$ cat config.mk
export PLATFORM = sky130hd
export DESIGN_NAME = fetch_decode
export DESIGN_NICKNAME = d
export VERILOG_FILES = /design/src/rtl/fetch_decode.sv
export SDC_FILE = /design/constraint.sdc
export NUM_CORES = 1
export LEC_CHECK = 0
export ABC_AREA = 1
export CORE_MARGIN = 1
export CORE_UTILIZATION = 47
export DETAILED_ROUTE_END_ITERATION = 7
export PLACE_DENSITY = 0.87
export SLEW_MARGIN = 20
export SYNTH_ARGS = -nofsm -noshare
export SYNTH_HDL_FRONTEND = slang
export SYNTH_SLANG_ARGS = --single-unit
$ cat constraint.sdc
create_clock -name CLK -period 4.3 [get_ports CLK]
set_clock_uncertainty 0.1 [all_clocks]
set_input_delay 0.645 -clock CLK [delete_from_list [all_inputs] [get_ports CLK]]
set_output_delay 0.645 -clock CLK [all_outputs]
set_load 0.01 [all_outputs]
$ cat src/rtl/fetch_decode.sv
// fetch_decode: PC register, instruction decode and next-PC logic for the 8-bit single-cycle core.
// Define BRANCH_EN to decode j (0x06) and beq (0x07); otherwise both are treated as illegal opcodes.
module fetch_decode #(
  parameter int unsigned PC_W  = 32,
  parameter int unsigned CNT_W = 16
) (
  input  logic             CLK,
  input  logic             RESET,
  input  logic [31:0]      INSTRUCTION,
  input  logic             ZERO,
  input  logic             BUSYWAIT,
  output logic [PC_W-1:0]  PC,
  output logic             WRITE,
  output logic [2:0]       INADDRESS,
  output logic [2:0]       OUT1ADDRESS,
  output logic [2:0]       OUT2ADDRESS,
  output logic [7:0]       IMMEDIATE,
  output logic [2:0]       ALUOP,
  output logic             IMM_SEL,
  output logic             NEG_SEL,
  output logic             ILLEGAL,
  output logic [CNT_W-1:0] RETIRED
);

  localparam int unsigned OP_W = 8;

  localparam logic [OP_W-1:0] OP_LOADI = 8'h00;
  localparam logic [OP_W-1:0] OP_MOV   = 8'h01;
  localparam logic [OP_W-1:0] OP_ADD   = 8'h02;
  localparam logic [OP_W-1:0] OP_SUB   = 8'h03;
  localparam logic [OP_W-1:0] OP_AND   = 8'h04;
  localparam logic [OP_W-1:0] OP_OR    = 8'h05;
`ifdef BRANCH_EN
  localparam logic [OP_W-1:0] OP_J     = 8'h06;
  localparam logic [OP_W-1:0] OP_BEQ   = 8'h07;
`endif

  localparam logic [2:0] ALU_FWD = 3'd0;
  localparam logic [2:0] ALU_ADD = 3'd1;
  localparam logic [2:0] ALU_AND = 3'd2;
  localparam logic [2:0] ALU_OR  = 3'd3;

  logic [OP_W-1:0] opcode;
  logic            dec_write;
  logic            dec_illegal;
  logic [PC_W-1:0] pc_plus4;
  logic [PC_W-1:0] pc_next;
`ifdef BRANCH_EN
  logic            take_target;
  logic [PC_W-1:0] branch_off;
  logic [PC_W-1:0] pc_target;
  logic            unused_c;
`else
  logic            unused_c;
`endif

  // Register-file fields are raw bit slices, independent of opcode
  assign opcode      = INSTRUCTION[31:24];
  assign INADDRESS   = INSTRUCTION[18:16];
  assign OUT1ADDRESS = INSTRUCTION[10:8];
  assign OUT2ADDRESS = INSTRUCTION[2:0];
  assign IMMEDIATE   = INSTRUCTION[7:0];

  // Opcode decode
  always_comb begin
    dec_write   = 1'b0;
    dec_illegal = 1'b0;
    ALUOP       = ALU_FWD;
    IMM_SEL     = 1'b0;
    NEG_SEL     = 1'b0;
`ifdef BRANCH_EN
    take_target = 1'b0;
`endif
    case (opcode)
      OP_LOADI: begin dec_write = 1'b1; IMM_SEL = 1'b1; end
      OP_MOV:   dec_write = 1'b1;
      OP_ADD:   begin dec_write = 1'b1; ALUOP = ALU_ADD; end
      OP_SUB:   begin dec_write = 1'b1; ALUOP = ALU_ADD; NEG_SEL = 1'b1; end
      OP_AND:   begin dec_write = 1'b1; ALUOP = ALU_AND; end
      OP_OR:    begin dec_write = 1'b1; ALUOP = ALU_OR; end
`ifdef BRANCH_EN
      OP_J:     take_target = 1'b1;
      OP_BEQ:   begin ALUOP = ALU_ADD; NEG_SEL = 1'b1; take_target = ZERO; end
`endif
      default:  dec_illegal = 1'b1;
    endcase
  end

  // A write is never issued in a reset or stalled cycle
  assign WRITE    = dec_write & ~RESET & ~BUSYWAIT;
  assign pc_plus4 = PC + PC_W'(4);

`ifdef BRANCH_EN
  // Word offset from INSTRUCTION[23:16], sign-extended and scaled by 4
  assign branch_off = {{(PC_W-10){INSTRUCTION[23]}}, INSTRUCTION[23:16], 2'b00};
  assign pc_target  = pc_plus4 + branch_off;
  assign pc_next    = take_target ? pc_target : pc_plus4;
  assign unused_c   = ^INSTRUCTION[15:11];
`else
  assign pc_next    = pc_plus4;
  assign unused_c   = ^{ZERO, INSTRUCTION[23:19], INSTRUCTION[15:11]};
`endif

  // Architectural state: reset beats stall beats retire
  always_ff @(posedge CLK) begin
    if (RESET) begin
      PC      <= '0;
      ILLEGAL <= 1'b0;
      RETIRED <= '0;
    end else if (!BUSYWAIT) begin
      PC      <= pc_next;
      ILLEGAL <= ILLEGAL | dec_illegal;
      RETIRED <= RETIRED + CNT_W'(1);
    end
  end

endmodule

== Word level (Yosys, flattened, before mapping) ==
Cells that the tools add are included.

* Bits in registers: 49
* ROM bits: 0
* RAM bits: 0
* Bits in latches: 0
* Memories kept: 0

* Divide/modulo/power cells: 0
* Shifts and indexed selects: 0
* Bitwise gates (word level): 5
* $add $sub $neg: 2
* Multiplexer cells: 5
* Multiply operators: 0
* Reductions and logical operators: 3
* Order comparisons: 0
* Eq/ne operators: 5

{| class="wikitable"
|+ Operators by type and width
! operator !! number
|-
| adder 32 x 3 -> 32 bit (second input constant) || 1
|-
| adder 16 x 1 -> 16 bit (second input constant) || 1
|-
| == test 8 x 2 -> 1 bit (second input constant) || 2
|-
| == test 8 x 3 -> 1 bit (second input constant) || 2
|-
| == test 8 x 1 -> 1 bit (second input constant) || 1
|-
| logical NOT 8 bit || 1
|-
| one-hot mux 2 bit (3 select lines) || 1
|-
| OR reduction 6 bit || 1
|-
| 2-to-1 mux 1 bit || 4
|-
| bitwise AND 1 bit || 2
|-
| inverter 1 bit || 2
|-
| OR reduction 2 bit || 1
|-
| OR 1 bit || 1
|}

== Logic depth before layout (Yosys ltp) ==
* Word-level depth: 5
* Mapped depth: 8
* Mapped depth without buffers: 8

== Worst setup path after synthesis ==
OpenSTA, ideal clock, no wires.

* Path kind: input-to-output
* Start point: input INSTRUCTION[31]
* End point: output WRITE
* Slack: 2.366 ns
* Arrival: 1.189 ns
* Stages: 5
* Required time: 3.555 ns
* Cell sequence: nor2_1 > nand2_1 > a211oi_1 > nand3_1 > inv_1

* Longest elaborated chain between the ends: 5
* Elaborated cells between the ends (all ways): 10
* Those cells by class: eq/ne (5); mux (1); bitwise (2); reduce/logical (2)

{| class="wikitable"
|+ Ends and longest elaborated chain
! what !! RTL line !! RTL
|-
| from (decl) || 9 || <nowiki>input logic [31:0] INSTRUCTION,</nowiki>
|-
| == test 8 x 3 -> 1 bit, or another cell as far along || 74 || <nowiki>case (opcode)</nowiki>
|-
| OR reduction 6 bit (no source line) * || n/a ||
|-
| 2-to-1 mux 1 bit * || 74 ||
|-
| bitwise AND 1 bit * (2 in series) || 90 || <nowiki>assign WRITE = dec_write & ~RESET & ~BUSYWAIT;</nowiki>
|-
| to (decl) || 13 || <nowiki>output logic WRITE,</nowiki>
|}

Every way passes the cells marked *; elsewhere a longest branch is shown, timed or not.

== Worst setup path after layout ==
* Start point: input BUSYWAIT
* End point: output WRITE

* Longest elaborated chain between the ends: 2

{| class="wikitable"
|+ Ends and longest elaborated chain
! what !! RTL line !! RTL
|-
| from (decl) || 11 || <nowiki>input logic BUSYWAIT,</nowiki>
|-
| inverter 1 bit || 90 ||
|-
| bitwise AND 1 bit || 90 ||
|}

Every way passes these cells.

==> qor.csv <==
stage;metric;value;unit
sta;drv_slew;0;
status;status;finished clean;
global_routing;grt_antenna_before_repair;0;
synth;synth_area_leaders;dfxtp_1 36%, nand2_1 12%, nor2_1 12%;
clock_network;insertion_delay;0.30;ns
place;dp_hpwl;4.471;mm
sta;setup_ws;1.079;ns
worst_setup_path;crit_path_end_kind;output pin;
worst_setup_path;critPathLaunchType;input pin;
synth;synthArstFlopShare;0;
cells_and_area;fillers;450;
place;io_buffers;62;
place;placed_area;3163;um^2
synth;yosysTopAreaCellShare;0.3583;
global_routing;track_usage;0.2212;
worst_setup_path;path_delay_family;buffers and inverters;
floorplan;io_pins;108;
global_routing;grt_max_degree;39;
cells_and_area;nets;485;
synth;syn_inst;402;
worst_setup_path;critical_path_class;in -> out;
routing;drt.antenna.violating_nets;0;
floorplan;row_count;26;
synth;yosys.area.top_type;dfxtp_1;
clock_network;postCtsSetupBuffers;0;
cells_and_area;syn_to_final_growth;25.49;%
floorplan;start_util;0.5014;
cells_and_area;drive_gt1_frac;0.04911;
synth;synthFlopType;dfxtp_1;
worst_setup_path;slowest_delay;0.65;ns
global_routing;grt_pass1_wl;10.64;mm
place;gp_congestion;0.9053;
routing;wl;6.034;mm
floorplan;fp.dieArea;5891;um^2
routing;initialDrtViolationCount;234;
sta;setup_viol;0;
cells_and_area;diodes;0;
pwr;power_density;266.7;nW/um^2
synth;synth.avg_cell_area;6.533;um^2
floorplan;core-area;5238;um^2
synth;synth_cell_types;28;
clock_network;postCtsHoldBufs;0;
worst_setup_path;path_cells;clkdlybuf4s50_1, inv_1, nand3_1, inv_1, clkdlybuf4s50_1;
pwr;p_total;0.8791;mW
synth;synthesis.area;2626;um^2
place;pre_cts_ws;1.106;ns
clock_network;numCtsBuffers;5;
sta;fin_setup_tns;0;ns
floorplan;fp.dieW;76.75;um
global_routing;grt_pass1_vias;2417;
clock_network;htreeDepth;2;
cells_and_area;layout.cells.most_common;nand2_1;
clock_network;cts.sinks;47;
cells_and_area;final_cell_mix;85 x nand2_1, 81 x nor2_1, 62 x clkdlybuf4s50_1, 47 x dfxtp_1, 42 x inv_1;
synth;ys_seq_area_frac;0.3583;
clock_network;path_clk_slew;0.08;ns
synth;synth.ff_latch_count;47;
sta;rsz0062_at_grt;false;
worst_setup_path;arrival;2.48;ns
clock_network;cts_root_buffer;clkbuf_8;
global_routing;grt_overflow;0;
worst_setup_path;ff2ff_setup_slack;2.70;ns
sta;post-route-period-util;0.7492;
worst_setup_path;crit_buf_inv;4;
cells_and_area;final_core_util;0.6292;
pwr;p_leak;1.185;nW
worst_hold_path;min_from;ILLEGAL;
routing;drt-pass1-iter-count;5;
sta;period_minus_slack;3.221;ns
worst_setup_path;cpMaxStageDelayCell;clkdlybuf4s50_1;
clock_network;tritoncts;yes;
sta;fmax;310.4;MHz
worst_setup_path;crit_fanout;12;
routing;dr_total_vias;2615;
cells_and_area;design_area;3296;um^2
floorplan;dieHeight;76.75;um
worst_setup_path;r2r-start;RETIRED[1];
sta;hold_viol;0;
synth;synth_edf_count;0;
worst_hold_path;hold_class;reg -> reg;
routing;drcViolationCount;0;
synth;yosys_warnings;0;
flow_run;cap_viol_max_count;0;
clock_network;cts_resized;0;
pwr;ir_drop;0.1990;mV
routing;avgRoutedWirePerCell;11.65;um
routing;vias_per_cell;5.048;
worst_setup_path;timing.critical_path.from;BUSYWAIT;
clock_network;cts_buffer_depth;2;
worst_setup_path;required;3.56;ns
-- state kept, by name, indices dropped and copies added, names as in the netlist --
signal / cells
RETIRED: 16
ILLEGAL: 1
PC: 30
-- routing by layer --
layer  share of wire  GRT usage  vias to the layer above
li1                -          -                     1347
met4           0.024    0.08846                        0
met1            0.44     0.2687                     1160
met3           0.060    0.04643                       19
met2            0.47     0.3777                       89
met5               0          0                        -
-- cell usage after synthesis (3+ instances only) --
library cell / n
nor3_1: 13
nor3b_1: 4
nand2_1: 85
inv_1: 42
nand3_1: 30
nor2_4: 4
a21oi_1: 28
dfxtp_1: 47
nand4_1: 3
nor2_1: 81
buf_4: 22
nor2_2: 6
o21ai_0: 17
-- cells by family after synthesis --
family / after synthesis / synth area share
other: 1 / 0.001428
DFF: 47 / 0.3583
buffers and inverters: 69 / 0.1310
and+or+nand+nor: 232 / 0.3959
xor gates and xnor gates: 2 / 0.006671
adders and majority gates: 2 / 0.009527
AOI/OAI and AO/OA: 49 / 0.09719
-- metrics by stage --
stage	instances	hold WS [ns]
after global routing	518	0.4190
after detailed placement	510	0.3596
after global placement	510	0.3430
after CTS	518	0.3852
after floorplan	404	0.3946
final	518	0.3834
-- power by group --
| group | total, mW | internal [mW] | leakage [nW] | switching, mW |
|---|---|---|---|---|
| logic | 0.0536 | 0.0244 | 0.740 | 0.0291 |
| registers | 0.444 | 0.439 | 0.380 | 0.00502 |
| clock network | 0.381 | 0.232 | 0.0654 | 0.149 |
-- area by class of cell --
cell class | count | area (um^2) | area share
sequential | 47 | 940.9 | 0.2855
inverter | 42 | 157.7 | 0.04784
timing repair buffer | 63 | 628.1 | 0.1906
tap | 70 | 87.58 | 0.02658
clock buffer | 6 | 72.57 | 0.02202
multi-input combinational | 288 | 1349 | 0.4093
clock inverter | 2 | 60.06 | 0.01822
-- tightest hold or removal path, stage by stage, from the launching register on --
cell	delay, ns
dfxtp_1	0.34
nand2_1	0.05
o21ai_0	0.06
-- final timing paths --
kind,endpoint,cells after the start
worst max-delay path,WRITE,5
worst min-delay path,ILLEGAL,2
worst max register to register,RETIRED[14],7
worst min register to register,ILLEGAL,2
No activity file was read; power rests on OpenSTA's default activity.
